===== src/rtl/audio_pkg.sv =====
`default_nettype none
// ============================================================================
// Module   : audio_pkg
// Purpose  : Shared sample width and soft-mute gain state encoding.
// Revision : 1.0
// ============================================================================
package audio_pkg;

    localparam int SOUND_WIDTH = 8;

    typedef enum logic [1:0] {
        ST_MUTED     = 2'd0,
        ST_RAMP_UP   = 2'd1,
        ST_PLAY      = 2'd2,
        ST_RAMP_DOWN = 2'd3
    } gain_state_e;

endpackage
`default_nettype wire


===== src/rtl/audio_pwm_out_if.sv =====
`default_nettype none
// ============================================================================
// Module   : audio_pwm_out_if
// Purpose  : Mixer-side sample/enable inputs and PWM pin/status outputs.
// Revision : 1.0
// ============================================================================
interface audio_pwm_out_if #(
    parameter int WIDTH = audio_pkg::SOUND_WIDTH
);
    logic [WIDTH-1:0] sample;
    logic             en;
    logic             pwm_out;
    logic             period_start;
    logic             muted;
    logic [WIDTH-1:0] duty;

    modport master (
        output sample,
        output en,
        input  pwm_out,
        input  period_start,
        input  muted,
        input  duty
    );

    modport slave (
        input  sample,
        input  en,
        output pwm_out,
        output period_start,
        output muted,
        output duty
    );
endinterface
`default_nettype wire


===== src/rtl/pwm_core.sv =====
`default_nettype none
// ============================================================================
// Module   : pwm_core
// Purpose  : Free-running period counter, per-period duty latch and comparator.
// Revision : 1.0
// ============================================================================
module pwm_core #(
    parameter int WIDTH = audio_pkg::SOUND_WIDTH
) (
    input  wire logic             clk,
    input  wire logic             rst_n,
    input  wire logic [WIDTH-1:0] duty_next_i,
    output logic                  boundary_o,
    output logic                  pwm_o,
    output logic                  period_start_o,
    output logic [WIDTH-1:0]      duty_o
);

    logic [WIDTH-1:0] cnt_q;
    logic [WIDTH-1:0] cnt_d;
    logic [WIDTH-1:0] duty_q;
    logic [WIDTH-1:0] duty_d;
    logic             pwm_q;
    logic             pstart_q;
    logic             w_boundary;

    assign w_boundary = (cnt_q == {WIDTH{1'b1}});
    assign cnt_d      = cnt_q + WIDTH'(1);
    // Duty is frozen for a whole period so mixer changes land only at the wrap.
    assign duty_d     = w_boundary ? duty_next_i : duty_q;

    always_ff @(posedge clk) begin
        if (!rst_n) begin
            cnt_q    <= '0;
            duty_q   <= '0;
            pwm_q    <= 1'b0;
            pstart_q <= 1'b0;
        end else begin
            cnt_q    <= cnt_d;
            duty_q   <= duty_d;
            pwm_q    <= (cnt_q < duty_q);
            pstart_q <= w_boundary;
        end
    end

    assign boundary_o     = w_boundary;
    assign pwm_o          = pwm_q;
    assign period_start_o = pstart_q;
    assign duty_o         = duty_q;

endmodule
`default_nettype wire


===== src/rtl/audio_pwm_out.sv =====
`default_nettype none
// ============================================================================
// Module   : audio_pwm_out
// Purpose  : Sample-to-PWM output stage with per-period soft-mute gain ramp.
// Revision : 1.0
// ============================================================================
module audio_pwm_out
    import audio_pkg::*;
#(
    parameter int WIDTH     = SOUND_WIDTH,
    parameter int RAMP_STEP = 64
) (
    input  wire logic        clk,
    input  wire logic        rst_n,
    audio_pwm_out_if.slave   bus
);

    localparam logic [WIDTH:0] c_full = {1'b1, {WIDTH{1'b0}}};
    localparam logic [WIDTH:0] c_step = (WIDTH+1)'(RAMP_STEP);

    gain_state_e      state_q;
    gain_state_e      state_d;
    logic [WIDTH:0]   gain_q;
    logic [WIDTH:0]   gain_d;
    logic [WIDTH+1:0] w_sum;
    logic [WIDTH:0]   w_inc;
    logic [WIDTH:0]   w_dec;
    logic [WIDTH-1:0] w_duty_next;
    logic             w_boundary;

    assign w_sum = {1'b0, gain_q} + {1'b0, c_step};
    assign w_inc = (w_sum >= {1'b0, c_full}) ? c_full : w_sum[WIDTH:0];
    assign w_dec = (gain_q <= c_step) ? '0 : (gain_q - c_step);

    // Full-width product keeps sample*2^WIDTH exact before the shift.
    assign w_duty_next = WIDTH'(({{(WIDTH+1){1'b0}}, bus.sample} *
                                 {{WIDTH{1'b0}}, gain_q}) >> WIDTH);

    always_ff @(posedge clk) begin
        if (!rst_n) begin
            state_q <= ST_MUTED;
            gain_q  <= '0;
        end else begin
            state_q <= state_d;
            gain_q  <= gain_d;
        end
    end

    always_comb begin
        state_d = state_q;
        gain_d  = gain_q;
        if (w_boundary) begin
            case (state_q)
                ST_MUTED: begin
                    if (bus.en) begin
                        gain_d  = w_inc;
                        state_d = (w_inc == c_full) ? ST_PLAY : ST_RAMP_UP;
                    end
                end
                ST_RAMP_UP, ST_RAMP_DOWN: begin
                    if (bus.en) begin
                        gain_d  = w_inc;
                        state_d = (w_inc == c_full) ? ST_PLAY : ST_RAMP_UP;
                    end else begin
                        gain_d  = w_dec;
                        state_d = (w_dec == '0) ? ST_MUTED : ST_RAMP_DOWN;
                    end
                end
                ST_PLAY: begin
                    if (!bus.en) begin
                        gain_d  = w_dec;
                        state_d = (w_dec == '0) ? ST_MUTED : ST_RAMP_DOWN;
                    end
                end
                default: begin
                    gain_d  = '0;
                    state_d = ST_MUTED;
                end
            endcase
        end
    end

    assign bus.muted = (state_q == ST_MUTED);

    pwm_core #(
        .WIDTH (WIDTH)
    ) u_core (
        .clk            (clk),
        .rst_n          (rst_n),
        .duty_next_i    (w_duty_next),
        .boundary_o     (w_boundary),
        .pwm_o          (bus.pwm_out),
        .period_start_o (bus.period_start),
        .duty_o         (bus.duty)
    );

endmodule
`default_nettype wire


===== src/flat_wrapper.sv =====
// flat-port wrapper written by rule: the top's interface ports become plain ports
module audio_pwm_out_flat import audio_pkg::*;
#(
    parameter int WIDTH     = SOUND_WIDTH,
    parameter int RAMP_STEP = 64
)
  (clk, rst_n, bus_sample, bus_en, bus_pwm_out, bus_period_start, bus_muted, bus_duty);
  audio_pwm_out_if #(.WIDTH(WIDTH)) bus_i ();
  input  wire logic clk;
  input  wire logic rst_n;
  input wire logic [$bits(bus_i.sample)-1:0] bus_sample;
  input wire logic [$bits(bus_i.en)-1:0] bus_en;
  output wire logic [$bits(bus_i.pwm_out)-1:0] bus_pwm_out;
  output wire logic [$bits(bus_i.period_start)-1:0] bus_period_start;
  output wire logic [$bits(bus_i.muted)-1:0] bus_muted;
  output wire logic [$bits(bus_i.duty)-1:0] bus_duty;
  assign bus_i.sample = bus_sample;
  assign bus_i.en = bus_en;
  assign bus_pwm_out = bus_i.pwm_out;
  assign bus_period_start = bus_i.period_start;
  assign bus_muted = bus_i.muted;
  assign bus_duty = bus_i.duty;
  audio_pwm_out #(.WIDTH(WIDTH), .RAMP_STEP(RAMP_STEP)) u_core (.clk(clk), .rst_n(rst_n), .bus(bus_i));
endmodule

===== config.mk =====
export PLATFORM = sky130hd
export DESIGN_NAME = audio_pwm_out_flat
export DESIGN_NICKNAME = d
export VERILOG_FILES = /design/src/rtl/audio_pkg.sv /design/src/rtl/audio_pwm_out_if.sv /design/src/rtl/pwm_core.sv /design/src/rtl/audio_pwm_out.sv /design/src/flat_wrapper.sv
export SDC_FILE = /design/constraint.sdc
export NUM_CORES = 1
export LEC_CHECK = 0
export BUFFER_PORTS_ARGS = -buffer_cell sky130_fd_sc_hd__buf_4
export CAP_MARGIN = 10
export CORE_MARGIN = 1.5
export CORE_UTILIZATION = 40
export CTS_CLUSTER_SIZE = 30
export DETAILED_ROUTE_END_ITERATION = 10
export GPL_TIMING_DRIVEN = 0
export HOLD_SLACK_MARGIN = 0.02
export PLACE_DENSITY = 0.52
export SKIP_LAST_GASP = 1
export SYNTH_ARGS = -nofsm -noshare
export SYNTH_HDL_FRONTEND = slang
export SYNTH_SLANG_ARGS = --single-unit

===== constraint.sdc =====
create_clock -name clk -period 5.57 [get_ports clk]
set_input_delay 0 -clock clk [delete_from_list [all_inputs] [get_ports clk]]
set_output_delay 0 -clock clk [all_outputs]
set_load 0.01 [all_outputs]

==> impl_metrics.csv, run 1 <==
group,metric,value,unit
outcome,status,"complete, no violations",
sta,max_slew_margin,0.6428,
setup_path,cp-end-kind,"register",
yosys,syn_nets,509,
yosys,postSynthCellCount,415,
sta,fin_tns_setup,0,ps
sta,rsz0062_at_grt,"false",
sta,hold_viol,0,
global_route,grt_usage,0.1822,
layout,fillers,896,
setup_path,required,5780,ps
sta,finalSetupViolCount,0,
routing,drc,0,
clocking,cts_tree,"yes",
yosys,synth.distinct_cells,47,
setup_path,r2r-start,"u_core.gain_q[6]",
yosys,avgSynthCellArea,8.629,um2
die,die_area,0.009529,mm2
yosys,ys_ff_latch,29,
sta,min_period,4950,ps
sta,fin_worst_skew,2.065,ps
setup_path,crit_fanout,10,
sta,tightest_slew,535.9,ps
global_route,grt_pass1_wl,14.40,mm
clocking,cts_buffers,5,
yosys,yosysTopAreaCell,"fa_1",
clocking,insertion_delay,280,ps
clocking,cts_sinks,29,
layout,area_growth,11.98,%
clocking,ctsResizeCount,0,
setup_path,start_kind,"register",
yosys,synth.area.top_cells,"fa_1, dfxtp_1, ha_1, and2_1, inv_1",
routing,first_iter_violations,80,
layout,diodes,0,
global_route,grt_max_degree,11,
layout,final_cell_mix,"inv_1, and2_1, ha_1, fa_1, dfxtp_1",
worst_hold_path,min_to,"u_core.state_q[0]",
die,die_h,97.62,um
clocking,clk_pin_slew,70,ps
setup_path,cp.arrival,5160,ps
global_route,grt_overflow_total,0,
routing,routed_wl,7.750,mm
routing,wl_per_cell,14.04,um
sta,fmax,202.0,MHz
yosys,synthesis.area,0.003581,mm2
routing,viasPerCell,5.116,
die,io_pins,22,
layout,finalNetCount,537,
global_route,antenna_found_initial,0,
setup_path,reg2regPathDepth,15,
yosys,async_reset_ff_frac,0,
setup_path,r2r_end,"u_core.u_core.duty_o[5]",
die,core_area,0.008678,mm2
sta,holdWs,203.1,ps
clocking,root_buffer,"clkbuf_8",
setup_path,critPathKind,"register to register",
routing,vias,2824,
yosys,synth_ff_type,"dfxtp_1",
clocking,htreeDepth,2,
yosys,synth-edff-count,0,
sta,finalCritPeriodShare,0.8886,
layout,layout_commonest_cell,"inv_1",
place,gp_congestion,0.7685,
routing,first_pass_iters,4,
yosys,yosys_warnings,0,
power_and_ir_drop,cellLeakagePower,1.960,nW
yosys,seq_area_frac_synth,0.1621,
worst_hold_path,hold_depth,3,
die,rows,34,
flow_run,maxCapViolCount,0,
layout,drive_above_1_share,0.08108,
global_route,grt_pass1_vias,3046,
power_and_ir_drop,peakVddDrop,129.0,uV
worst_hold_path,worst_hold_path_type,"input pin to register",
routing,ant_nets,0,
place,dpl.hpwl,6.130,mm
power_and_ir_drop,power_density,126.0,mW/mm2
clocking,clockBufferDepth,2,
yosys,synth_top_cell_area_share,0.2236,
setup_path,ff2ff_setup_slack,620,ps
die,start_util,0.4126,
worst_hold_path,min_from,"rst_n",
place,port_buffers,20,
die,die_x,97.62,um
sta,drv_slew,0,
==> worst max-delay path: stages, from the launching register on <==
cell and delay [ps]:
dfxtp_1 460, clkbuf_1 380, and2_1 220, fa_1 410, fa_1 470, fa_1 560, inv_1 60, fa_1 530
inv_1 40, ha_1 360, a21oi_1 290, inv_1 90, or3_1 340, o211ai_1 190, mux2_2 350, o22ai_1 110
==> final cells by class <==
type,count,area (um2),share of cell area
multi-input combinational,303,2681,0.6686
tap,108,135.1,0.03370
clock buffer,5,68.82,0.01716
sequential,29,580.6,0.1448
inverter,75,281.5,0.07020
buffer,8,37.54,0.009360
clock inverter,3,65.06,0.01622
timing repair buffer,21,160.2,0.03994
==> layer usage <==
metal | vias up | track usage | share of wire
met5 | - | 0 | 0
met4 | 0 | 0.03626 | 0.0092
met3 | 7 | 0.01871 | 0.030
met2 | 40 | 0.3098 | 0.47
met1 | 1374 | 0.2523 | 0.49
li1 | 1403 | - | -
==> worst max-delay path by stage <==
stage / startpoint / to / slack [ps]
after floorplan: u_core.gain_q[6] / u_core.u_core.duty_o[5] / 1120
after global placement: u_core.gain_q[6] / u_core.u_core.duty_o[5] / 600
after detailed placement: u_core.gain_q[6] / u_core.u_core.duty_o[5] / 620
after CTS: u_core.gain_q[6] / u_core.u_core.duty_o[5] / 590
after global routing: u_core.gain_q[6] / u_core.u_core.duty_o[5] / 310
final: u_core.gain_q[6] / u_core.u_core.duty_o[5] / 620
==> through the flow <==
step / setup slack, ps / cell area, um2 / power [W] / cells / utilization
2_1_floorplan: 1124 / 3581 / 0.0002279 / 415 / -
3_3_place_gp: 599.4 / 3866 / 0.0002457 / 543 / 0.4455
3_5_place_dp: 617.9 / 3866 / 0.0002460 / 543 / 0.4455
4_1_cts: 591.0 / 4010 / 0.0005109 / 552 / 0.4621
5_1_grt: 311.7 / 4010 / 0.0005212 / 552 / 0.4621
6_report: 620.4 / 4010 / 0.0005053 / 552 / 0.4621
==> report_power, final <==
part | internal, W | switching [W]
clock | 0.000178 | 0.0000861
sequential | 0.000210 | 0.00000258
combinational | 0.0000117 | 0.0000174
total | 0.000399 | 0.000106
==> cell families after synthesis <==
group | count (synthesis) | synth area share
buf+inv | 83 | 0.08910
flops | 29 | 0.1621
xor+xnor | 14 | 0.03424
mux | 1 | 0.003144
simple gates | 141 | 0.2156
fa+ha+maj | 83 | 0.3739
compound gates | 64 | 0.1219
==> synthesized netlist by cell type (2+ instances only) <==
cell type  count
o22ai_1        2
a21o_1         5
inv_1         75
nand3_1        8
dfxtp_1       29
xor2_1         6
o21ai_0       14
clkbuf_1       6
ha_1          43
nand2b_1       2
xnor2_1        8
o211ai_1       2
fa_1          40
and3_1         3
nor2_1        20
and2_1        65
nand4_1        5
nor3_1         5
a21oi_1       17
nand2_1       22
a211oi_1       4
o311ai_0       2
or3_1          4
a211o_1        2
a31oi_1        4
==> timing repair <==
item                      CTS  global route
hold endpoints to repair    1             0
hold buffers                1             0
buffers inserted            0             0
==> state kept, by name, summed over array words and instances, names as in the netlist <==
name and cells:
u_core.u_core.pwm_o 1, u_core.u_core.duty_o 8, u_core.u_core.period_start_o 1, u_core.gain_q 9, u_core.u_core.cnt_q 8, u_core.state_q 2
No activity file was read; power rests on OpenSTA's default activity.
==> run 2: changes to the inputs <==
--- a/config.mk
+++ b/config.mk
@@ -7,6 +7,7 @@
 export LEC_CHECK = 0
 export BUFFER_PORTS_ARGS = -buffer_cell sky130_fd_sc_hd__buf_4
 export CAP_MARGIN = 10
+export CORE_ASPECT_RATIO = 0.7
 export CORE_MARGIN = 1.5
 export CORE_UTILIZATION = 40
 export CTS_CLUSTER_SIZE = 30
==> run 2 against run 1 <==
First-iteration DRC count is 15% higher; largest power group unchanged; wire length is 3.7% higher; global-route usage is 1.2 points higher; count of clock-buffer cells in the layout is 1 higher; sequential share of layout area is 0.072 points lower; power is 0.66% lower; setup slack worse by 130 ps; maximum frequency is 2.6% lower; register-to-register slack worse by 130 ps; worst hold slack worse by 15 ps; sequential power hardly changed.
==> impl_metrics.csv, run 2 (same netlist as run 1, synthesis figures left out) <==
group,metric,value,unit
outcome,status,"complete, no violations",
sta,hold_viol,0,
place,port_buffers,20,
setup_path,crit_fanout,10,
routing,wl_per_cell,14.25,um
layout,layout_commonest_cell,"inv_1",
place,dpl.hpwl,6.597,mm
power_and_ir_drop,cellInternalPower,0.0003857,W
layout,drive_above_1_share,0.07883,
sta,max_slew_margin,0.6403,
sta,fin_tns_setup,0,ps
power_and_ir_drop,power.switching,0.0001162,W
setup_path,required,5780,ps
global_route,antenna_found_initial,0,
power_and_ir_drop,power,0.0005019,W
routing,vias,2804,
layout,diodes,0,
clocking,root_buffer,"clkbuf_16",
clocking,htreeDepth,2,
place,dpl_cell_area,0.003881,mm2
setup_path,path_cells,"clkbuf_1 -> and2_1 -> fa_1 -> fa_1 -> fa_1 -> inv_1 -> fa_1 -> inv_1 -> ha_1 -> a21oi_1 -> inv_1 -> or3_1 -> o211ai_1 -> mux2_2 -> o22ai_1",
power_and_ir_drop,peakVddDrop,78.21,uV
routing,viasPerCell,4.972,
die,die_area,0.009538,mm2
global_route,grt_pass1_vias,2828,
layout,multi_input_area,0.002681,mm2
routing,ant_nets,0,
clocking,clk_pin_slew,50,ps
clocking,clockBufferDepth,2,
sta,holdWs,188.3,ps
setup_path,cp_top_family,"adder cells",
sta,fmax,196.9,MHz
power_and_ir_drop,switching_share,0.2316,
routing,wl_met3,280,um
routing,first_iter_violations,92,
die,die_x,116.1,um
place,gp_congestion,0.7767,
clocking,cts_tree,"yes",
routing,top_layer,"met4",
sta,tightest_slew,539.6,ps
power_and_ir_drop,cellLeakagePower,1.963,nW
clocking,ctsResizeCount,0,
die,die_h,82.16,um
layout,final_core_util,0.4695,
sta,finalCritPeriodShare,0.9120,
setup_path,start_kind,"register",
layout,largest-register,"u_core.gain_q",
layout,fillers,862,
layout,final_cell_mix,"inv_1, and2_1, ha_1, fa_1, dfxtp_1",
sta,fin_worst_skew,7.105,ps
sta,min_period,5080,ps
worst_hold_path,worst_hold_path_type,"input pin to register",
routing,wl_met1,4.418,mm
layout,stdcell_area,0.004030,mm2
setup_path,critPathMaxStageDelay,540,ps
setup_path,slowest_stage,"fa_1",
setup_path,cp-end-kind,"register",
die,core_area,0.008583,mm2
setup_path,ff2ff_setup_slack,490,ps
sta,finalSetupViolCount,0,
power_and_ir_drop,pwr-share-clk,0.517,
setup_path,cp_common_cell,"fa_1",
power_and_ir_drop,power_density,124.5,mW/mm2
clocking,cts_buffers,5,
routing,drc,0,
flow_run,maxCapViolCount,0,
setup_path,cp.arrival,5290,ps
routing,first_pass_iters,4,
layout,finalNetCount,537,
sta,rsz0062_at_grt,"false",
global_route,grt_overflow_total,0,
clocking,cts_sinks,29,
setup_path,critPathKind,"register to register",
die,rows,28,
layout,seqCellArea,580.6,um2
sta,drv_slew,0,
routing,routed_wl,8.037,mm
global_route,grt_usage,0.1940,
power_and_ir_drop,power_frac_comb,0.058,
layout,largest_reg_flops,9,
routing,wl_met2,3.285,mm
global_route,grt_pass1_wl,14.20,mm
die,start_util,0.4172,
setup_path,critical_path_buf_inv_count,4,
global_route,grt_max_degree,11,
clocking,insertion_delay,280,ps
layout,area_growth,12.54,%
die,io_pins,22,
power_and_ir_drop,seqPwrFrac,0.425,
clocking,post_cts_buffers,0,
==> run 2: layout make-up <==
class | instances | area share
tap | 120 | 0.03726
sequential | 29 | 0.1441
buffer | 8 | 0.009314
multi-input combinational | 303 | 0.6653
timing repair buffer | 21 | 0.03974
clock buffer | 6 | 0.03198
clock inverter | 2 | 0.002484
inverter | 75 | 0.06985
==> run 2: power groups by stage <==
stage | combinational [W] | clock (W) | sequential, W
final | 0.0000292 | 0.000260 | 0.000213
after global routing | 0.0000321 | 0.000277 | 0.000213
after CTS | 0.0000294 | 0.000265 | 0.000213
after detailed placement | 0.0000288 | 0 | 0.000217
after global placement | 0.0000290 | 0 | 0.000217
after floorplan | 0.0000112 | 0 | 0.000217
==> run 2: per-stage QoR <==
step	setup WS (ps)	cells
final	490.4	564
after global placement	516.4	555
after CTS	471.8	564
after detailed placement	506.7	555
after floorplan	1124	415
after global routing	212.1	564
==> run 2: layer usage <==
metal,vias to the layer above,GRT usage
li1,1406,-
met3,7,0.03869
met2,39,0.2859
met4,0,0.03293
met1,1352,0.2961
met5,-,0
==> run 2: worst reg2reg max path, delay by kind of cell, from the launching register on <==
family | cells | cell delay (ps)
and+or+nand+nor | 2 | 570
AOI/OAI and AO/OA | 3 | 620
adders and majority gates | 5 | 2330
muxes | 1 | 360
buffers and inverters | 4 | 640
DFF | 1 | 470
==> run 2: final timing paths <==
path / start / cells after the start / endpoint
worst max-delay path: u_core.gain_q[6] / 15 / u_core.u_core.duty_o[5]
worst min-delay path: rst_n / 3 / u_core.state_q[0]
worst max register to register: u_core.gain_q[6] / 15 / u_core.u_core.duty_o[5]
worst min register to register: u_core.u_core.duty_o[1] / 2 / u_core.u_core.duty_o[1]
==> run 2: what timing repair did <==
action | CTS | global route
hold buffers | 1 | 0
setup endpoints to repair | 0 | 0
hold endpoints to repair | 1 | 0
